File: config.mk
export PLATFORM = sky130hd
export DESIGN_NAME = load_store_ctrl
export DESIGN_NICKNAME = d
export VERILOG_FILES = /design/src/rtl/load_store_ctrl.sv
export SDC_FILE = /design/constraint.sdc
export NUM_CORES = 1
export LEC_CHECK = 0
export BUFFER_PORTS_ARGS = -buffer_cell sky130_fd_sc_hd__buf_2
export CAP_MARGIN = 25
export CORE_MARGIN = 5
export CORE_UTILIZATION = 44
export DETAILED_ROUTE_END_ITERATION = 10
export PLACE_DENSITY_LB_ADDON = 0.08
export SETUP_SLACK_MARGIN = 0.5
export SLEW_MARGIN = 20
export SYNTH_ARGS = -nofsm -noshare
export SYNTH_HDL_FRONTEND = slang
export SYNTH_SLANG_ARGS = --single-unit
File: constraint.sdc
create_clock -name clk -period 1.5 [get_ports clk]
set_clock_uncertainty 0.05 [all_clocks]
set_input_delay 0.3 -clock clk [delete_from_list [all_inputs] [get_ports clk]]
set_output_delay 0.3 -clock clk [all_outputs]
set_load 0.02 [all_outputs]
File: src/rtl/load_store_ctrl.sv
// Multicycle load/store sequencer: read wait, MDR capture, writeback or read-modify-write store.
// Optional misalignment faulting is enabled by defining MISALIGN_EXC_EN.
module load_store_ctrl #(
    parameter int MEM_LAT = 1
) (
    input  logic       clk,
    input  logic       reset,
    input  logic       start,
    input  logic [2:0] op,
    input  logic [1:0] addr_lo,
    output logic       mem_wr,
    output logic       mdr_wr,
    output logic       rf_wr,
    output logic [1:0] ls_sel,
    output logic [1:0] ss_sel,
    output logic       busy,
    output logic       done,
    output logic       illegal_op,
    output logic       misalign_exc
);

    localparam int CW    = (MEM_LAT > 0) ? $clog2(MEM_LAT + 1) : 1;
    localparam int LASTI = (MEM_LAT > 0) ? MEM_LAT - 1 : 0;
    localparam logic [CW-1:0] LAST = LASTI[CW-1:0];

    typedef enum logic [2:0] {IDLE, RD_WAIT, RD_LATCH, LD_WB, ST_WR, FAULT} state_t;

    state_t        state;
    logic [CW-1:0] cnt;
    logic          st_q;
    logic          is_illegal;
    logic          is_mis;

    assign is_illegal = (op[1:0] == 2'b11);

`ifdef MISALIGN_EXC_EN
    assign is_mis = ((op[1:0] == 2'b00) && (addr_lo != 2'b00)) ||
                    ((op[1:0] == 2'b01) && addr_lo[0]);
`else
    logic unused_addr;
    assign unused_addr = ^addr_lo;
    assign is_mis      = 1'b0;
`endif

    // Size selects decode from op[1:0] for both loads and stores.
    function automatic logic [1:0] lsel(input logic [1:0] sz);
        case (sz)
            2'b01:   lsel = 2'b10;
            2'b10:   lsel = 2'b11;
            default: lsel = 2'b01;
        endcase
    endfunction

    function automatic logic [1:0] ssel(input logic [1:0] sz);
        case (sz)
            2'b01:   ssel = 2'b01;
            2'b10:   ssel = 2'b10;
            default: ssel = 2'b00;
        endcase
    endfunction

    // Strobes are registered alongside the state so each is a pure decode of the current state.
    always_ff @(posedge clk or posedge reset) begin
        if (reset) begin
            state        <= IDLE;
            cnt          <= '0;
            st_q         <= 1'b0;
            ls_sel       <= 2'b01;
            ss_sel       <= 2'b00;
            mem_wr       <= 1'b0;
            mdr_wr       <= 1'b0;
            rf_wr        <= 1'b0;
            busy         <= 1'b0;
            done         <= 1'b0;
            illegal_op   <= 1'b0;
            misalign_exc <= 1'b0;
        end else begin
            mem_wr       <= 1'b0;
            mdr_wr       <= 1'b0;
            rf_wr        <= 1'b0;
            done         <= 1'b0;
            illegal_op   <= 1'b0;
            misalign_exc <= 1'b0;
            case (state)
                IDLE: begin
                    if (start) begin
                        st_q   <= op[2];
                        ls_sel <= lsel(op[1:0]);
                        ss_sel <= ssel(op[1:0]);
                        busy   <= 1'b1;
                        if (is_illegal) begin
                            state      <= FAULT;
                            done       <= 1'b1;
                            illegal_op <= 1'b1;
                        end else if (is_mis) begin
                            state        <= FAULT;
                            done         <= 1'b1;
                            misalign_exc <= 1'b1;
                        end else if (op == 3'b100) begin
                            state  <= ST_WR;
                            mem_wr <= 1'b1;
                            done   <= 1'b1;
                        end else if (MEM_LAT == 0) begin
                            state  <= RD_LATCH;
                            mdr_wr <= 1'b1;
                        end else begin
                            state <= RD_WAIT;
                        end
                    end
                end
                RD_WAIT: begin
                    if (cnt == LAST) begin
                        cnt    <= '0;
                        state  <= RD_LATCH;
                        mdr_wr <= 1'b1;
                    end else begin
                        cnt <= cnt + 1'b1;
                    end
                end
                RD_LATCH: begin
                    done <= 1'b1;
                    if (st_q) begin
                        state  <= ST_WR;
                        mem_wr <= 1'b1;
                    end else begin
                        state <= LD_WB;
                        rf_wr <= 1'b1;
                    end
                end
                default: begin
                    state <= IDLE;
                    busy  <= 1'b0;
                end
            endcase
        end
    end

endmodule

* Yosys cells after proc, flatten, opt, wreduce, memory -nomap -nowiden *
Cells that the tools add are included.

word-level totals
  RAM bits = 0
  input port bits = 8
  memories = 0
  bits in latches = 0
  ROM bits = 0
  register bits after elaboration = 15

cells by class
  reductions and logical operators = 5
  multiply operators = 0
  magnitude comparators = 0
  add/sub/neg operators = 1
  shift-type cells = 0
  div/mod/pow operators = 0
  bitwise operators = 1
  equality and inequality tests = 8
  multiplexer cells = 26

operator list
  operator               count
  $mux W1                15
  $mux W3                5
  $pmux W3 S3            1
  $pmux W2 S2            2
  $pmux W1 S2            3
  $reduce_and A2 Y1      3
  $eq A2 B2 Y1 const B   2
  $ne A2 B2 Y1 const B   2
  $eq A3 B1 Y1 const B   1
  $eq A3 B2 Y1 const B   1
  $eq A3 B3 Y1 const B   1
  $logic_not A3 Y1       1
  $eq A2 B1 Y1 const B   1
  $reduce_or A2 Y1       1
  $add A1 B1 Y1 const B  1
  $not A1 Y1             1

* Longest topological paths before layout *
  depth after elaboration = 5
  depth in mapped cells = 4

* Worst setup path after synthesis *
OpenSTA, ideal clock, no wires.

  path kind = flip-flop to flip-flop
  from = reg state[0]
  to = reg st_q
  period minus slack after synthesis = 1.359 ns
  data required time = 1.325 ns
  cell stages (with the launch flop) = 3
  setup slack = 0.141 ns
  library setup time = 0.125 ns
  arrival = 1.185 ns
  cell sequence = dfrtp_1 > nor4b_4 > mux2_2

between the ends
  word-level cells in the longest chain between the ends = 2

RTL lines
  item                                RTL line  text
  start: declaration                  28        state_t state;
  start signal: assignment            65        state <= IDLE;
  start signal: assignment            92        state <= FAULT;
  start signal: assignment            96        state <= FAULT;
  $logic_not A3 Y1                    84        case (state)
  $reduce_and A2 Y1 (no source line)  --
  end signal: assignment              87        st_q <= op[2];
  end: declaration                    30        logic st_q;

Every way passes these cells.
A chain may end at the register's enable or synchronous reset.

* Final worst setup path *
  from = reg state[1]
  to = reg ls_sel[1]

between the ends
  word-level cells in the longest chain between the ends = 2

RTL lines
  item                                RTL line  text
  $logic_not A3 Y1                    84
  $reduce_and A2 Y1 (no source line)  --
  end signal: assignment              88        ls_sel <= lsel(op[1:0]);
  end: declaration                    14        output logic [1:0] ls_sel,

Every way passes these cells.

==> summary.md <==
| Metric | Value |
|---|---|
| Netlist area before placement | 642 sq um |
| Critical Path Fanout Max | 6 |
| Leakage power | about 0.00047 uW |
| Die Y | ~48 um |
| Unrepaired setup endpoints after global routing | yes |
| Clock root buffer master | sky130_fd_sc_hd__clkbuf_4 |
| Vias post-DR | 437 |
| Internal power | 1210 uW |
| Source of the worst register-to-register timing path | state[1]$_DFFE_PP0P_ |
| Synth Area per Inst | 13.7 sq um |
| Antenna violation net count after detailed routing | 0 |
| Initial Utilization | 0.481 |
| Post-synthesis cell count | 47 |
| Data required time of the worst path | ~1600 ps |
| Layout overhead on the synthesized area | 42.3% |
| Number of detailed-routing iterations run before antenna repair | 2 |
| Number of DRC violations after detailed-routing iteration 0 | 2 |
| Pre-CTS worst setup slack | 102 ps |
| Number of global-route vias before repair | 446 |
| Unique cell type count in the Yosys netlist | 21 |
| First-pass GRT wire length | ~2000 um |
| Power spent charging and discharging nets | 626 uW |
| Number of buffers added by the clock tree synthesis step | 3 |
| Grt total ovfl | 0 |
| Worst Hold Class | input pin to async pin |
| Synthesized netlist net count | 60 |
| Max incr delay on CP | approximately 440 ps |
| Final max-slew violation count | 0 |
| Clock network latency to the later pin of the worst-skew pair | 280 ps |
| CTS tree | yes |
| Clock network fraction of total power | 0.146 |
| I/O Buffers | 15 |
| Critical Path Sink Type | flip-flop |
| Max-cap violations | 0 |
| Vias per inst | 5.14 |
| Critical Path Start Type | flip-flop |
| Highest-delay cell along the critical path | sky130_fd_sc_hd__dfrtp_2 |
| Number of synthesized register bits | 14 |
| Period minus WS final | about 1400 ps |
| Critical Setup Path Class | flip-flop to flip-flop |
| Slew at the pin closest to its max-slew limit | between 500 and 600 ps |
| Final worst-path cycle share | 0.906 |
| Wirelength, routed | approximately 1200 um |
| Logic depth of the worst register-to-register path | 3 |
| FP Rows | 13 |
| Gr usage total | 0.122 |
| N_diodes | 0 |
| Die width | a little under 50 um |
| Hold Violations, Final | 13 |
| Share of synthesized area occupied by flip-flops and latches | 0.548 |
| Final core occ | 0.685 |
| Series of cell instances along the critical path | nor4b_4, buf_6, mux2_4 |
| Antenna violations before repair | 0 |
| Slack of the critical path | 141 ps |
| Final Wtd Congestion | ~0.71 |
| Buffer depth of the longest clock path | 2 |
| Combinational cell fraction of total power | 0.481 |
| Count of yosys warnings during synthesis | 0 |
| Post-CTS clock slew at the launch and capture registers of the worst setup and hold paths | about 80 ps |
| Headroom to the max-slew limit | 0.662 |
| Worst Setup SP | state[1]$_DFFE_PP0P_ |
| Worst ir drop on vdd | 0.930 mV |
| Violated checks | hold timing |
| Number of primary I/O pins | 19 |
| Result of the run | finished, violations left |
| Share of the synthesized area in the top cell type | 0.507 |
| Endpoint arrival time on the critical path | about 1500 ps |
| Design Power | approximately 1800 uW |
| Largest net degree at the start of global routing | 15 |
| Placeable core area | between 1000 and 1500 sq um |
| Achievable Freq | 0.736 GHz |
| WL/cell | between 10 and 15 um |
| # clock sinks | 14 |
| Number of DRC violations after detailed routing | 0 |
| Post-route setup TNS | 0 ps |
| Cells taking the most area after synthesis | sky130_fd_sc_hd__dfrtp_1, sky130_fd_sc_hd__ha_1, sky130_fd_sc_hd__mux2_2, sky130_fd_sc_hd__dfstp_2, sky130_fd_sc_hd__nor4b_4 |
| Final setup vio count | 0 |
| Dominant cell type by area after synthesis | sky130_fd_sc_hd__dfrtp_1 |
| Smallest hold slack | -16.0 ps |
| Layout cell share with drive strength beyond 1 | 0.600 |
| Net count of the finished layout | 84 |
| Hpwl dp | slightly below 800 um |
| Seq pwr share | 0.373 |
| H-tree lvl count | 1 |
| Overall die area | about 2300 sq um |
| Switching share of total power | 0.340 |
| Power Dens Cells | between 2000 and 2500 nW/um^2 |
[synthesized netlist by cell type]
cell and number:
sky130_fd_sc_hd__o21bai_1 1, sky130_fd_sc_hd__inv_1 4, sky130_fd_sc_hd__mux2_2 4, sky130_fd_sc_hd__ha_1 5, sky130_fd_sc_hd__dfstp_2 1, sky130_fd_sc_hd__nor3b_1 1, sky130_fd_sc_hd__nor4b_4 1, sky130_fd_sc_hd__a21oi_1 2
sky130_fd_sc_hd__nand4bb_1 1, sky130_fd_sc_hd__a21bo_2 2, sky130_fd_sc_hd__or4b_4 1, sky130_fd_sc_hd__and2_1 1, sky130_fd_sc_hd__o21ai_0 2, sky130_fd_sc_hd__buf_4 1, sky130_fd_sc_hd__dfrtp_1 13, sky130_fd_sc_hd__or3b_2 2
sky130_fd_sc_hd__and3b_1 1, sky130_fd_sc_hd__nor2_1 1, sky130_fd_sc_hd__conb_1 1, sky130_fd_sc_hd__mux2i_1 1, sky130_fd_sc_hd__o22ai_1 1
[worst paths after layout]
kind | end | slack, ps
hold / removal | busy$_DFFE_PP0P_ | -20
hold reg to reg | ls_sel[0]$_DFFE_PP1P_ | 440
setup / recovery | ls_sel[1]$_DFFE_PP0P_ | 140
setup reg to reg | ls_sel[1]$_DFFE_PP0P_ | 140
min in group clk | st_q$_DFFE_PP0P_ | 240
max in group asynchronous | state[2]$_DFFE_PP0P_ | 1050
[worst max-delay path, delay by kind of cell (launching register included)]
family                 cells  cell delay, ps
AND/OR/NAND/NOR            1             280
flip-flops                 1             440
multiplexers               1             300
buffers and inverters      1             170
[what timing repair did]
item,in CTS,in global routing
setup endpoints to repair,23,24
hold buffers,0,0
hold endpoints to repair,0,0
pin swaps,1,1
gates resized for setup,28,6
buffers inserted,2,1
[power by group through the flow]
| stage | Combinational [uW] | Clock (uW) | Sequential (uW) |
|---|---|---|---|
| 3_3_place_gp | 604 | 0 | 654 |
| 3_5_place_dp | 608 | 0 | 656 |
| 5_1_grt | 950 | 288 | 713 |
| 4_1_cts | 831 | 279 | 680 |
| 2_1_floorplan | 270 | 0 | 788 |
| 6_report | 885 | 268 | 687 |
[layout make-up]
| cell class | instances | area (sq um) |
|---|---|---|
| Timing Repair Buffer | 20 | 179 |
| Inverter | 4 | 15.0 |
| Multi-Input combinational cell | 28 | 309 |
| Clock buffer | 4 | 36.3 |
| Fill cell | 89 | 420 |
| Tap cell | 15 | 18.8 |
| Sequential cell | 14 | 355 |
[cells in the final DEF, fill, tap and decap left out, types with 2 or more instances in the layout]
| cell type | count |
|---|---|
| sky130_fd_sc_hd__dfrtp_1 | 10 |
| sky130_fd_sc_hd__a21bo_2 | 2 |
| sky130_fd_sc_hd__buf_2 | 5 |
| sky130_fd_sc_hd__mux2_4 | 4 |
| sky130_fd_sc_hd__dfrtp_2 | 3 |
| sky130_fd_sc_hd__inv_1 | 4 |
| sky130_fd_sc_hd__ha_1 | 5 |
| sky130_fd_sc_hd__or3b_4 | 2 |
| sky130_fd_sc_hd__buf_4 | 4 |
| sky130_fd_sc_hd__clkbuf_4 | 3 |
| sky130_fd_sc_hd__buf_6 | 11 |
[routing by layer]
layer,part of all wire,vias to the layer above,global-route usage
li1,-,206,-
met1,0.43,217,0.152
met2,0.48,14,0.198
met3,0.085,0,0.0664
met4,0,0,0
met5,0,-,0
[state kept, by name, summed over array words and instances (netlist names)]
register    count
state           3
busy            1
st_q            1
rf_wr           1
ls_sel          2
mdr_wr          1
ss_sel          2
mem_wr          1
done            1
illegal_op      1
[kinds of logic after synthesis]
logic type | synth area share
simple gates | 0.144
flops | 0.548
mux | 0.0858
fa+ha+maj | 0.0975
compound gates | 0.0838
other cells | 0.00584
buf+inv | 0.0351
[stage by stage]
step	area (sq um)	std cells
after floorplan	644	47
after global placement	746	78
after detailed placement	746	78
after CTS	886	84
after global routing	913	85
final	913	85
(Power assumes the default switching activity.)
